`src/rtl/axi_ic_pkg.sv`:
```
// Shared interconnect constants: master count, select width and demux select encoding.
package axi_ic_pkg;

  localparam int unsigned N_MASTERS = 6;
  localparam int unsigned SEL_W     = 3;

  localparam logic [SEL_W-1:0] M00 = 3'd0;
  localparam logic [SEL_W-1:0] M01 = 3'd1;
  localparam logic [SEL_W-1:0] M02 = 3'd2;
  localparam logic [SEL_W-1:0] M03 = 3'd3;
  localparam logic [SEL_W-1:0] M04 = 3'd4;
  localparam logic [SEL_W-1:0] M05 = 3'd5;

endpackage

```
`src/rtl/idx_fifo.sv`:
```
// Synchronous DEPTH x WIDTH FIFO of master indices; head is read combinationally.
// DEPTH must be a power of two so the pointers wrap naturally.
module idx_fifo #(
  parameter int unsigned DEPTH = 8,
  parameter int unsigned WIDTH = 3
) (
  input  logic                     clk_i,
  input  logic                     rst_i,
  input  logic                     push_i,
  input  logic [WIDTH-1:0]         data_i,
  input  logic                     pop_i,
  output logic [WIDTH-1:0]         head_o,
  output logic                     full_o,
  output logic                     empty_o,
  output logic [$clog2(DEPTH):0]   count_o
);

  localparam int unsigned PtrW = $clog2(DEPTH);

  logic [WIDTH-1:0] mem_q [DEPTH];
  logic [PtrW-1:0]  wr_ptr_q, rd_ptr_q;
  logic [PtrW:0]    count_q;
  logic             do_push, do_pop;

  assign full_o  = (count_q == (PtrW+1)'(DEPTH));
  assign empty_o = (count_q == '0);
  assign do_push = push_i & ~full_o;
  assign do_pop  = pop_i & ~empty_o;
  assign head_o  = mem_q[rd_ptr_q];
  assign count_o = count_q;

  always_ff @(posedge clk_i) begin
    if (rst_i) begin
      wr_ptr_q <= '0;
      rd_ptr_q <= '0;
      count_q  <= '0;
    end else begin
      if (do_push) wr_ptr_q <= wr_ptr_q + 1'b1;
      if (do_pop)  rd_ptr_q <= rd_ptr_q + 1'b1;
      count_q <= count_q + (PtrW+1)'(do_push) - (PtrW+1)'(do_pop);
    end
  end

  // Storage needs no reset: entries are only read once count marks them valid.
  always_ff @(posedge clk_i) begin
    if (do_push) mem_q[wr_ptr_q] <= data_i;
  end

endmodule

```
`src/rtl/r_route_ctrl.sv`:
```
// In-order read-response router for one slave port; retires a burst on its last beat.
// Optional R_ROUTE_ORPHAN_CHK_EN: flag and drain R beats arriving with nothing outstanding.
module r_route_ctrl
  import axi_ic_pkg::*;
#(
  parameter int unsigned DEPTH  = 8,
  parameter int unsigned BEAT_W = 8
) (
  input  logic                   clk,
  input  logic                   rst,
  input  logic                   ar_push,
  input  logic [SEL_W-1:0]       ar_master,
  output logic                   ar_ready_gate,
  input  logic                   r_valid,
  input  logic                   r_last,
  input  logic [N_MASTERS-1:0]   r_ready_m,
  output logic                   r_valid_o,
  output logic                   r_ready_s,
  output logic [SEL_W-1:0]       sel,
  output logic [$clog2(DEPTH):0] outstanding,
  output logic [BEAT_W-1:0]      beat_cnt,
  output logic                   err_orphan
);

  logic [SEL_W-1:0]  head;
  logic              full, empty;
  logic              beat, pop;
  logic              master_ready;
  logic [BEAT_W-1:0] beat_cnt_d, beat_cnt_q;

  idx_fifo #(
    .DEPTH (DEPTH),
    .WIDTH (SEL_W)
  ) u_idx_fifo (
    .clk_i   (clk),
    .rst_i   (rst),
    .push_i  (ar_push),
    .data_i  (ar_master),
    .pop_i   (pop),
    .head_o  (head),
    .full_o  (full),
    .empty_o (empty),
    .count_o (outstanding)
  );

  assign ar_ready_gate = ~full;
  assign sel           = empty ? '0 : head;
  assign r_valid_o     = r_valid & ~empty;

  // Out-of-range indices match no bit and therefore never see a ready.
  always_comb begin
    master_ready = 1'b0;
    for (int i = 0; i < N_MASTERS; i++) begin
      if (sel == SEL_W'(i)) master_ready = r_ready_m[i];
    end
  end

`ifdef R_ROUTE_ORPHAN_CHK_EN
  logic err_orphan_d, err_orphan_q;

  assign r_ready_s    = empty ? r_valid : master_ready;
  assign err_orphan_d = err_orphan_q | (r_valid & empty);
  assign err_orphan   = err_orphan_q;

  always_ff @(posedge clk) begin
    if (rst) err_orphan_q <= 1'b0;
    else     err_orphan_q <= err_orphan_d;
  end
`else
  assign r_ready_s  = ~empty & master_ready;
  assign err_orphan = 1'b0;
`endif

  // Dropped orphan beats are not part of any burst, so they neither count nor pop.
  assign beat = r_valid & r_ready_s & ~empty;
  assign pop  = beat & r_last;

  always_comb begin
    beat_cnt_d = beat_cnt_q;
    if (beat) beat_cnt_d = r_last ? '0 : beat_cnt_q + 1'b1;
  end

  always_ff @(posedge clk) begin
    if (rst) beat_cnt_q <= '0;
    else     beat_cnt_q <= beat_cnt_d;
  end

  assign beat_cnt = beat_cnt_q;

endmodule
```
`config.mk`:
```
export PLATFORM = sky130hd
export DESIGN_NAME = r_route_ctrl
export DESIGN_NICKNAME = d
export VERILOG_FILES = /design/src/rtl/axi_ic_pkg.sv /design/src/rtl/idx_fifo.sv /design/src/rtl/r_route_ctrl.sv
export SDC_FILE = /design/constraint.sdc
export NUM_CORES = 1
export LEC_CHECK = 0
export ABC_AREA = 1
export CAP_MARGIN = 20
export CORE_MARGIN = 2
export CORE_UTILIZATION = 40
export DETAILED_ROUTE_END_ITERATION = 6
export PLACE_DENSITY_LB_ADDON = 0.25
export REMOVE_ABC_BUFFERS = 1
export SETUP_SLACK_MARGIN = 0.05
export SYNTH_ARGS = -nofsm -noshare
export SYNTH_HDL_FRONTEND = slang
export SYNTH_SLANG_ARGS = --single-unit
```
`constraint.sdc`:
```
create_clock -name clk -period 4.6 [get_ports clk]
set_clock_uncertainty 0.05 [all_clocks]
set_input_delay 0.92 -clock clk [delete_from_list [all_inputs] [get_ports clk]]
set_output_delay 0.92 -clock clk [all_outputs]
set_load 0.01 [all_outputs]
```
==> run summary <==
========================================================================================
Actual transition at the worst max-transition pin .........................     0.564 ns
Final-stage net count .....................................................          313
Drt first pass iters ......................................................            4
Total of endpoints with negative setup slack in the final report ..........            0
Clock root buffer ......................................................... sky130_fd_sc_hd__clkbuf_8
Category of cells accounting for the largest share of critical-path delay . buffers and inverters
Critical-path cell with the highest stage delay ........................... sky130_fd_sc_hd__dfxtp_1
Most used cells in the layout excluding fill and tap cells ................ sky130_fd_sc_hd__nand2_1 (45), sky130_fd_sc_hd__nor2_1 (38), sky130_fd_sc_hd__inv_1 (36)
Via count of the first global-routing pass ................................        1,505
TritonCTS clock tree ......................................................         done
Setup TNS Final ...........................................................         0 ns
Highest attainable clock frequency ........................................      284 MHz
Vias per Instance .........................................................         4.65
IO buf count ..............................................................           31
Placed instance area ......................................................  0.00261 mm²
Total non-filler cell area in the finished layout .........................  0.00274 mm²
Post-synthesis async set-or-reset flop share ..............................           0%
Post CTS Setup Buffer Count ...............................................            0
Setup CP Type .............................................................      reg2out
Maximum level of the CTS H-tree ...........................................            2
Number of ports placed on the die boundary ................................           33
Overall global routing resource usage .....................................        14.1%
Critical path required time ...............................................      3.63 ns
PD cells ..................................................................   547 mW/mm²
Run status ................................................................ finished, final reports clean
Clk buf depth .............................................................            2
Average wire length per cell after detail routing .........................      11.1 µm
Delay of the slowest cell on the worst path ...............................      0.62 ns
Leakage power of the design ...............................................      1.11 nW
Worst rel slew slack ......................................................        62.4%
Number of remaining DRC errors ............................................            0
Cts repair resizes ........................................................            0
Data arrival time at the worst-slack endpoint .............................      2.55 ns
Core region area ..........................................................  0.00547 mm²
Class of the tightest hold or removal check ...............................      reg2reg
Min Tclk post-route .......................................................      3.52 ns
Starting density of the core ..............................................        41.2%
Most frequently used flop master after synthesis .......................... sky130_fd_sc_hd__edfxtp_1
Number of flops mapped to enable cells by yosys ...........................           24
Hold bufs inserted after CTS ..............................................            0
Die outline height ........................................................      79.1 µm
Worst Path Max Fanout .....................................................           15
Leftover overflow at the end of global routing ............................            0
Endpoints failing hold ....................................................            0
Floorplan die area ........................................................  0.00625 mm²
VDD IR-drop max ...........................................................   0.000255 V
Critical path cell sequence ............................................... inv_2 -> nand2_1 -> nand3_1 -> nand3_2 -> nand3_2 -> inv_2 -> or2_0 -> nand3_1 -> a21boi_0 -> clkdlybuf4s50_1
Total power draw ..........................................................      1.50 mW
Kind of end point of the critical path .................................... primary output
Global-route wire length before repair ....................................      6820 µm
Post-synth design cell area ...............................................  0.00225 mm²
Count of non-filler cells in the finished layout ..........................          362
Detailed-route via count ..................................................        1,685
Number of distinct library cells after synthesis ..........................           34
Number of pins with negative max-slew slack in the final report ...........            0
Worst setup slack for register-to-register paths ..........................      1.32 ns
Inserted Clock Buffers ....................................................            5
Row count .................................................................           27
Starting DRC count in detailed routing ....................................           81
Clock transition at path regs .............................................      0.08 ns
Flop and latch count out of synthesis .....................................           45
Final GP Congestion .......................................................        0.716
Maximum number of pins on one net before global-route repair ..............           16
Clock latency on the worst-skew pair ......................................      0.29 ns
Initial antenna violation count ...........................................            0
Sink count of the clock tree ..............................................           45
Max cap viols .............................................................            0
Share of synthesized area occupied by flip-flops and latches ..............        50.6%
Remaining number of nets flagged by the antenna check after routing .......            0
Width of the die ..........................................................      79.1 µm
RSZ-0062 raised after global routing ......................................           no
Hpwl dp ...................................................................      2950 µm
Instance count after placement with tap cells included ....................          354
Synth Instances ...........................................................          258
Growth of design area from synthesis to finish ............................        21.5%
Most common cell after layout, fill and taps aside ........................ sky130_fd_sc_hd__nand2_1
Post-Route WL .............................................................      4030 µm
Post-route clock period utilization .......................................        76.4%
Buffers plus inverters on the worst setup path ............................            3
Ratio of cells with drive above 1 in the final layout .....................        7.59%
Number of diodes ..........................................................            0
Fin util ..................................................................        50.1%
Mean Syn Cell Area ........................................................     8.74 µm²
Synthesis Warnings ........................................................            0
Sort of element at the start of the critical path .........................    flip-flop
========================================================================================
==> state kept, by name (all words and copies together), names as in the netlist, named ones only <==
| register | cells |
|---|---|
| beat_cnt | 8 |
| u_idx_fifo.count_o | 4 |
| u_idx_fifo.mem_q | 24 |
| u_idx_fifo.rd_ptr_q | 3 |
| u_idx_fifo.wr_ptr_q | 3 |
==> cells by family after synthesis <==
logic type      after synthesis  synth area share [%]
other cells                   1                 0.166
simple gates                125                  26.0
flops                        45                  50.6
compound gates               25                  6.16
buf+inv                      45                  8.49
fa+ha+maj                    10                  5.88
xor+xnor                      7                  2.72
==> Yosys cell counts (3+ instances only) <==
master                     instances  share of area [%]
sky130_fd_sc_hd__nand2_2           3               0.83
sky130_fd_sc_hd__nand3_2           5                2.2
sky130_fd_sc_hd__a21oi_1          12                2.7
sky130_fd_sc_hd__inv_1            36                6.0
sky130_fd_sc_hd__dfxtp_1          21                 19
sky130_fd_sc_hd__nand2_1          45                7.5
sky130_fd_sc_hd__nor2_1           38                6.3
sky130_fd_sc_hd__ha_1              9                5.0
sky130_fd_sc_hd__nand3_1          20                4.4
sky130_fd_sc_hd__edfxtp_1         24                 32
sky130_fd_sc_hd__nand4_1           5                1.4
sky130_fd_sc_hd__o21ai_1           3               0.67
sky130_fd_sc_hd__o21ai_0           5                1.1
sky130_fd_sc_hd__xor2_1            6                2.3
sky130_fd_sc_hd__buf_2             3               0.67
==> where the power goes <==
group	internal (mW)	total, mW	switching (mW)
sequential	0.473	0.518	0.0448
combinational	0.265	0.637	0.372
clock	0.216	0.343	0.127
total	0.954	1.50	0.544
==> worst min-delay path: stages, from the launching register on <==
cell	delay, ns
sky130_fd_sc_hd__dfxtp_1	0.33
sky130_fd_sc_hd__nand2_1	0.06
sky130_fd_sc_hd__a21oi_1	0.05
==> final timing paths <==
check | startpoint | to | depth (start not counted)
max | flip-flop | r_ready_s | 10
min | u_idx_fifo.wr_ptr_q[0]$_SDFFE_PP0P_ | u_idx_fifo.wr_ptr_q[0]$_SDFFE_PP0P_ | 2
max reg2reg | flip-flop | u_idx_fifo.count_o[2]$_SDFF_PP0_ | 19
min reg2reg | u_idx_fifo.wr_ptr_q[0]$_SDFFE_PP0P_ | u_idx_fifo.wr_ptr_q[0]$_SDFFE_PP0P_ | 2
==> routing by layer <==
| metal | vias up | part of all wire (%) | GRT usage, % |
|---|---|---|---|
| li1 | 894 | - | - |
| met1 | 748 | 49 | 19.2 |
| met2 | 41 | 46 | 21.4 |
| met3 | 2 | 4.3 | 3.52 |
| met4 | 0 | 0.84 | 5.69 |
| met5 | - | 0 | 0 |
==> cell type report <==
class / count / area [µm²]
multi-input combinational: 168 / 922
fill: 531 / 2730
sequential: 45 / 1140
tap: 72 / 90.1
clock inverter: 3 / 65.1
timing repair buffer: 31 / 310
inverter: 38 / 143
clock buffer: 5 / 68.8
==> metrics by stage <==
step / hold WS, ns / worst slack [ns]
detailed placement: 0.430 / 1.14
global placement: 0.424 / 1.16
floorplan: 0.407 / 1.74
global route: 0.475 / 0.832
finish: 0.438 / 1.08
CTS: 0.443 / 1.03
No activity file was read; power rests on OpenSTA's default activity.
